--- src/rtl/pattern_csr_bank_if.sv ---
// Avalon-MM slave-side bundle used by the pattern-search CSR bank.
interface avalon_mm_if #(
    parameter int ADDR_W = 4,
    parameter int DATA_W = 32
);
    logic [ADDR_W-1:0]   address;
    logic                write;
    logic [DATA_W-1:0]   writedata;
    logic [DATA_W/8-1:0] byteenable;
    logic                read;
    logic [DATA_W-1:0]   readdata;
    logic                readdatavalid;
    logic                waitrequest;

    modport slave (
        input  address, write, writedata, byteenable, read,
        output readdata, readdatavalid, waitrequest
    );

    modport master (
        output address, write, writedata, byteenable, read,
        input  readdata, readdatavalid, waitrequest
    );
endinterface

--- src/rtl/pattern_csr_bank.sv ---
// Per-channel CSR bank: double-buffered key patterns with deferred commit,
// channel enables, saturating hit counters and fixed 1-cycle registered reads.
module pattern_csr_bank #(
    parameter int REG_WIDTH    = 32,
    parameter int PAT_REGS     = 3,
    parameter int CHANNELS     = 2,
    parameter int BIT_PER_SYMB = 8,
    parameter int CNT_WIDTH    = 16
) (
    input  logic                                clk_i,
    input  logic                                srst_i,
    avalon_mm_if.slave                          amm_slave_if,
    input  logic [CHANNELS-1:0]                 busy_i,
    input  logic [CHANNELS-1:0]                 match_i,
    output logic [CHANNELS*PAT_REGS*REG_WIDTH-1:0] pattern_o,
    output logic [CHANNELS-1:0]                 wrken_o
);
    localparam int IDX_W = $clog2(PAT_REGS + 2);
    localparam int CH_W  = (CHANNELS > 1) ? $clog2(CHANNELS) : 1;
    localparam int BYTES = REG_WIDTH / 8;

    if ((REG_WIDTH % 8 != 0) || (REG_WIDTH % BIT_PER_SYMB != 0) ||
        (CNT_WIDTH > REG_WIDTH - 16) || (CHANNELS < 1)) begin : g_param_check
        $error("pattern_csr_bank: inconsistent parameters");
    end

    logic [REG_WIDTH-1:0] shadow_q [CHANNELS][PAT_REGS];
    logic [REG_WIDTH-1:0] shadow_d [CHANNELS][PAT_REGS];
    logic [REG_WIDTH-1:0] active_q [CHANNELS][PAT_REGS];
    logic [REG_WIDTH-1:0] active_d [CHANNELS][PAT_REGS];
    logic [CNT_WIDTH-1:0] cnt_q    [CHANNELS];
    logic [CNT_WIDTH-1:0] cnt_d    [CHANNELS];
    logic [CHANNELS-1:0]  en_q, en_d;
    logic [CHANNELS-1:0]  pend_q, pend_d;
    logic [REG_WIDTH-1:0] rdata_q, rdata_d;
    logic                 rvalid_q, rvalid_d;

    logic [CH_W-1:0]      addr_ch;
    logic [IDX_W-1:0]     addr_idx;
    logic                 addr_ok;
    logic [CHANNELS-1:0]  ch_sel;
    logic [CHANNELS-1:0]  ctrl_wr;

    always_comb begin
        addr_ch  = amm_slave_if.address[IDX_W +: CH_W];
        addr_idx = amm_slave_if.address[IDX_W-1:0];
        addr_ok  = (32'(addr_ch) < CHANNELS) && (32'(addr_idx) <= PAT_REGS + 1);
        for (int unsigned c = 0; c < CHANNELS; c++) begin
            ch_sel[c]  = addr_ok && (addr_ch == CH_W'(c));
            ctrl_wr[c] = amm_slave_if.write && ch_sel[c] && (addr_idx == '0) &&
                         amm_slave_if.byteenable[0];
        end
    end

    always_comb begin
        shadow_d = shadow_q;
        active_d = active_q;
        cnt_d    = cnt_q;
        en_d     = en_q;
        pend_d   = pend_q;
        rdata_d  = '0;
        rvalid_d = amm_slave_if.read;

        for (int unsigned c = 0; c < CHANNELS; c++) begin
            if (ctrl_wr[c]) begin
                en_d[c] = amm_slave_if.writedata[0];
            end

            // Copy reads shadow_q, so a shadow write in the same cycle lands only in shadow.
            if (pend_q[c] && !busy_i[c]) begin
                active_d[c] = shadow_q[c];
                pend_d[c]   = 1'b0;
            end else if (ctrl_wr[c] && amm_slave_if.writedata[1]) begin
                pend_d[c] = 1'b1;
            end

            if (ctrl_wr[c] && amm_slave_if.writedata[2]) begin
                cnt_d[c] = '0;
            end else if (match_i[c] && en_q[c] && (cnt_q[c] != '1)) begin
                cnt_d[c] = cnt_q[c] + 1'b1;
            end

            for (int unsigned w = 0; w < PAT_REGS; w++) begin
                if (amm_slave_if.write && ch_sel[c] && (addr_idx == IDX_W'(w + 2))) begin
                    for (int unsigned b = 0; b < BYTES; b++) begin
                        if (amm_slave_if.byteenable[b]) begin
                            shadow_d[c][w][8*b +: 8] = amm_slave_if.writedata[8*b +: 8];
                        end
                    end
                end
            end

            if (amm_slave_if.read && ch_sel[c]) begin
                if (addr_idx == IDX_W'(0)) begin
                    rdata_d[0] = en_q[c];
                end else if (addr_idx == IDX_W'(1)) begin
                    rdata_d[0]              = en_q[c];
                    rdata_d[1]              = pend_q[c];
                    rdata_d[16 +: CNT_WIDTH] = cnt_q[c];
                end
                for (int unsigned w = 0; w < PAT_REGS; w++) begin
                    if (addr_idx == IDX_W'(w + 2)) begin
                        rdata_d = shadow_q[c][w];
                    end
                end
            end
        end
    end

    always_ff @(posedge clk_i or posedge srst_i) begin
        if (srst_i) begin
            shadow_q <= '{default: '1};
            active_q <= '{default: '1};
            cnt_q    <= '{default: '0};
            en_q     <= '0;
            pend_q   <= '0;
            rdata_q  <= '0;
            rvalid_q <= 1'b0;
        end else begin
            shadow_q <= shadow_d;
            active_q <= active_d;
            cnt_q    <= cnt_d;
            en_q     <= en_d;
            pend_q   <= pend_d;
            rdata_q  <= rdata_d;
            rvalid_q <= rvalid_d;
        end
    end

    // Active word 0 occupies the most significant slot of each channel's slice.
    always_comb begin
        pattern_o = '0;
        for (int unsigned c = 0; c < CHANNELS; c++) begin
            for (int unsigned w = 0; w < PAT_REGS; w++) begin
                pattern_o[(c*PAT_REGS + PAT_REGS - 1 - w)*REG_WIDTH +: REG_WIDTH] = active_q[c][w];
            end
        end
    end

    assign wrken_o                    = en_q;
    assign amm_slave_if.readdata      = rdata_q;
    assign amm_slave_if.readdatavalid = rvalid_q;
    assign amm_slave_if.waitrequest   = 1'b0;
endmodule
--- src/flat_wrapper.sv ---
// flat-port wrapper written by rule: the top's interface ports become plain ports
module pattern_csr_bank_flat 
#(
    parameter int REG_WIDTH    = 32,
    parameter int PAT_REGS     = 3,
    parameter int CHANNELS     = 2,
    parameter int BIT_PER_SYMB = 8,
    parameter int CNT_WIDTH    = 16
)
  (clk_i, srst_i, busy_i, match_i, pattern_o, wrken_o, amm_slave_if_address, amm_slave_if_write, amm_slave_if_writedata, amm_slave_if_byteenable, amm_slave_if_read, amm_slave_if_readdata, amm_slave_if_readdatavalid, amm_slave_if_waitrequest);
  avalon_mm_if amm_slave_if_i ();
  input  logic clk_i;
  input  logic srst_i;
  input  logic [CHANNELS-1:0] busy_i;
  input  logic [CHANNELS-1:0] match_i;
  output logic [CHANNELS*PAT_REGS*REG_WIDTH-1:0] pattern_o;
  output logic [CHANNELS-1:0] wrken_o;
  input wire logic [$bits(amm_slave_if_i.address)-1:0] amm_slave_if_address;
  input wire logic [$bits(amm_slave_if_i.write)-1:0] amm_slave_if_write;
  input wire logic [$bits(amm_slave_if_i.writedata)-1:0] amm_slave_if_writedata;
  input wire logic [$bits(amm_slave_if_i.byteenable)-1:0] amm_slave_if_byteenable;
  input wire logic [$bits(amm_slave_if_i.read)-1:0] amm_slave_if_read;
  output wire logic [$bits(amm_slave_if_i.readdata)-1:0] amm_slave_if_readdata;
  output wire logic [$bits(amm_slave_if_i.readdatavalid)-1:0] amm_slave_if_readdatavalid;
  output wire logic [$bits(amm_slave_if_i.waitrequest)-1:0] amm_slave_if_waitrequest;
  assign amm_slave_if_i.address = amm_slave_if_address;
  assign amm_slave_if_i.write = amm_slave_if_write;
  assign amm_slave_if_i.writedata = amm_slave_if_writedata;
  assign amm_slave_if_i.byteenable = amm_slave_if_byteenable;
  assign amm_slave_if_i.read = amm_slave_if_read;
  assign amm_slave_if_readdata = amm_slave_if_i.readdata;
  assign amm_slave_if_readdatavalid = amm_slave_if_i.readdatavalid;
  assign amm_slave_if_waitrequest = amm_slave_if_i.waitrequest;
  pattern_csr_bank #(.REG_WIDTH(REG_WIDTH), .PAT_REGS(PAT_REGS), .CHANNELS(CHANNELS), .BIT_PER_SYMB(BIT_PER_SYMB), .CNT_WIDTH(CNT_WIDTH)) u_core (.clk_i(clk_i), .srst_i(srst_i), .amm_slave_if(amm_slave_if_i), .busy_i(busy_i), .match_i(match_i), .pattern_o(pattern_o), .wrken_o(wrken_o));
endmodule
--- config.mk ---
export PLATFORM = sky130hd
export DESIGN_NAME = pattern_csr_bank_flat
export DESIGN_NICKNAME = d
export VERILOG_FILES = /design/src/rtl/pattern_csr_bank_if.sv /design/src/rtl/pattern_csr_bank.sv /design/src/flat_wrapper.sv
export SDC_FILE = /design/constraint.sdc
export NUM_CORES = 1
export LEC_CHECK = 0
export CAP_MARGIN = 20
export CORE_MARGIN = 2
export CORE_UTILIZATION = 30
export DETAILED_ROUTE_END_ITERATION = 16
export PLACE_DENSITY_LB_ADDON = 0.3
export SYNTH_ARGS = -nofsm -noshare
export SYNTH_HDL_FRONTEND = slang
export SYNTH_SLANG_ARGS = --single-unit
--- constraint.sdc ---
create_clock -name clk_i -period 31.9 [get_ports clk_i]
set_input_delay 4.785 -clock clk_i [delete_from_list [all_inputs] [get_ports clk_i]]
set_output_delay 4.785 -clock clk_i [all_outputs]
set_load 0.005 [all_outputs]
==> results.ini <==
[run_status]
status=finished, final reports clean

[worst_setup_path]
slowest_delay_ns=0.96
worst-path-max-fanout=47
crit_path_top_delay_cell=nor2b_2
rr_worst_depth=3
end_kind=flop
path_cells=buf_2 -> buf_4 -> nor2b_2 -> and2_1 -> nand2_1 -> mux2_2
start_kind=primary input
crit_required_ns=32.39
r2r_slack_ns=29.63
arrival_ns=7.69
criticalPathCategory=in2reg

[power]
pwr_density_cell_nw_per_um2=63.72
comb_power_share_pct=12.3
switchingPower_uw=392.9
ir_drop_mv=0.04899
p_leak_nw=9.807
power_frac_clock_pct=38.7
p_int_mw=1.197
switching_share_pct=24.72
power.share.sequential_pct=49.0

[cells_and_area]
fin_cells=2524
final_common_cell=mux2_2
fill_cells=5969
layout.cells.most_common_list=398 x mux2_2, 384 x dfstp_2, 272 x clkdlybuf4s50_1
ff_latch_area_sq_um=11820
antennaDiodeCount=0
syn2layout_area_growth_pct=27.86
layout-drive-gt1-share_pct=54.88
num-nets-final=1680
multiInputGateArea_sq_um=7365

[floorplanning]
die_y_microns=259.1
die_area_sq_um=67110
boundaryPins=276
initial_core_util_pct=30.33
core_sq_um=64350
die_width_microns=259.1
fp-row-count=93

[global_routing]
grt_pass1_wl_microns=89510
grt_pass1_vias=13515
grt_util_all_layers_pct=17.77
grt_max_degree=172
grt_antenna_before_repair=8
gr-total-overflow=0

[clocking]
htreeDepth=2
clkLatencyLatePin_ns=0.59
cts-buffers-inserted=51
ctsResizeCount=0
postCtsSetupRepairBufs=0
cts_tree=done
cts_hold_buf=0
clk_pin_slew_ns=0.06
cts_root_buf=clkbuf_16
clock-sinks=453
cts.path.max_buffers=3

[detailed_routing]
ant_nets=0
routed_wl_microns=60340
dr.pass1.iters=5
viasPerCell=5.111
drt-wirelength-per-cell_microns=23.91
dr.first_iter.drc_count=871
drc_errors=0
vias=12899

[synthesis]
yosys.cell_types.count=59
synthAdderAreaFrac_pct=0.1282
yosys_warnings=0
synth-xor-area-share_pct=0.1346
ys_seq_elements=453
yosysTopAreaCellShare_pct=51.70
synth_top_cell_by_area=dfstp_2
synth_compound_area_share_pct=6.944
async_reset_ff_share_pct=100.0
synth_top_family_by_area=multiplexers
synth_seq_area_share_pct=60.55
avgSynthCellArea_sq_um=14.20
synth_area_leaders=dfstp_2 52%, mux2_2 23%, dfrtp_1 8.8%
synth_edf_count=0
yosys.area_share.simple_pct=5.264
synthCells=1374
ys.flop_type=dfstp_2
synth_area_sq_um=19510
syn-num-nets=1424
muxShareOfSynthArea_pct=25.06

[sta]
drv_slew=0
min_period_ns=7.194
tns_ns=0
fin_skew_ns=0.02264
finalHoldViolCount=0
worstMarginPinSlew_ns=1.176
rsz0062_at_grt=false
fin_crit_sh_pct=22.55
fin_hold_ws_ns=0.5123
setup_violations=0
slew_headroom_pct=21.61
fmax_mhz=139.0

[placed_design]
dp.final_hpwl_microns=40610
port-buffer-count=274
place.gp.congestion=0.8141
dp_cells=2430

[job]
maxCapViolCount=0

[worst_hold_path]
hold_depth=1
hold_class=reg2reg

-- path summary, 6_finish.rpt --
path / startpoint / end
max: amm_slave_if_address[1] / u_core.shadow_q[175]
min: u_core.pend_q[1] / u_core.pend_q[1]
max reg2reg: u_core.pend_q[0] / u_core.pattern_o[55]
min reg2reg: u_core.pend_q[1] / u_core.pend_q[1]
max in group asynchronous: srst_i / u_core.amm_slave_if.readdata[28]
min in group asynchronous: srst_i / u_core.amm_slave_if.readdata[13]
-- worst max-delay path: cells and delay by family --
kind	cells	cell delay [ns]
buf+inv	2	0.67
mux	1	0.38
simple gates	3	1.80
-- final cells by class --
type | count | area share, %
Clock buffer | 78 | 6.424
Inverter | 5 | 0.1053
Tap cell | 855 | 4.287
Clock inverter | 14 | 0.7371
Timing Repair Buffer | 290 | 11.57
Multi-Input combinational cell | 829 | 29.52
Sequential cell | 453 | 47.36
-- metal layers --
layer	wire length (microns)	GRT usage, %
met5	68	0
met4	1274	4.721
met3	4079	3.808
met2	28690	28.91
met1	26240	23.97
-- Yosys cell counts (all sizes together) (7+ instances only) --
| library cell | number |
|---|---|
| a21oi | 49 |
| a22o | 17 |
| a22oi | 49 |
| and3 | 11 |
| buf | 24 |
| clkbuf | 63 |
| dfrtp | 69 |
| dfstp | 384 |
| mux2 | 405 |
| mux2i | 33 |
| nand2 | 64 |
| nand3 | 30 |
| nand4 | 13 |
| nor2 | 7 |
| o21ai | 32 |
| o221a | 13 |
| o22ai | 18 |
| o31ai | 7 |
| or3 | 12 |
| or4 | 8 |
-- registers in the layout (all words and copies together), names as in the netlist --
signal,count
u_core.pattern_o,192
u_core.shadow_q,192
u_core.amm_slave_if.readdata,32
u_core.cnt_q,32
u_core.pend_q,2
u_core.wrken_o,2
u_core.amm_slave_if.readdatavalid,1
-- per-stage QoR --
step                power (mW)  worst slack, ns  utilization [%]  area, sq um
floorplan               0.8613            15.12                -        19520
detailed placement      0.9846            24.06            35.94        23130
global placement        0.9780            24.13            35.94        23130
global route             1.658            24.37            38.78        24950
finish                   1.590            24.71            38.78        24950
CTS                      1.612            24.70            38.72        24920
-- power groups by stage --
stage	clock (mW)	sequential, mW	combinational, mW
floorplan	0	0.749	0.112
global placement	0	0.785	0.193
detailed placement	0	0.787	0.198
CTS	0.635	0.779	0.199
global route	0.655	0.789	0.214
finish	0.615	0.779	0.196
-- cells by family after synthesis --
logic type | count (synthesis)
compound gates | 199
other cells | 1
buf+inv | 92
xor+xnor | 3
mux | 438
fa+ha+maj | 2
simple gates | 186
flops | 453
Power figures use the tool's default switching activity.
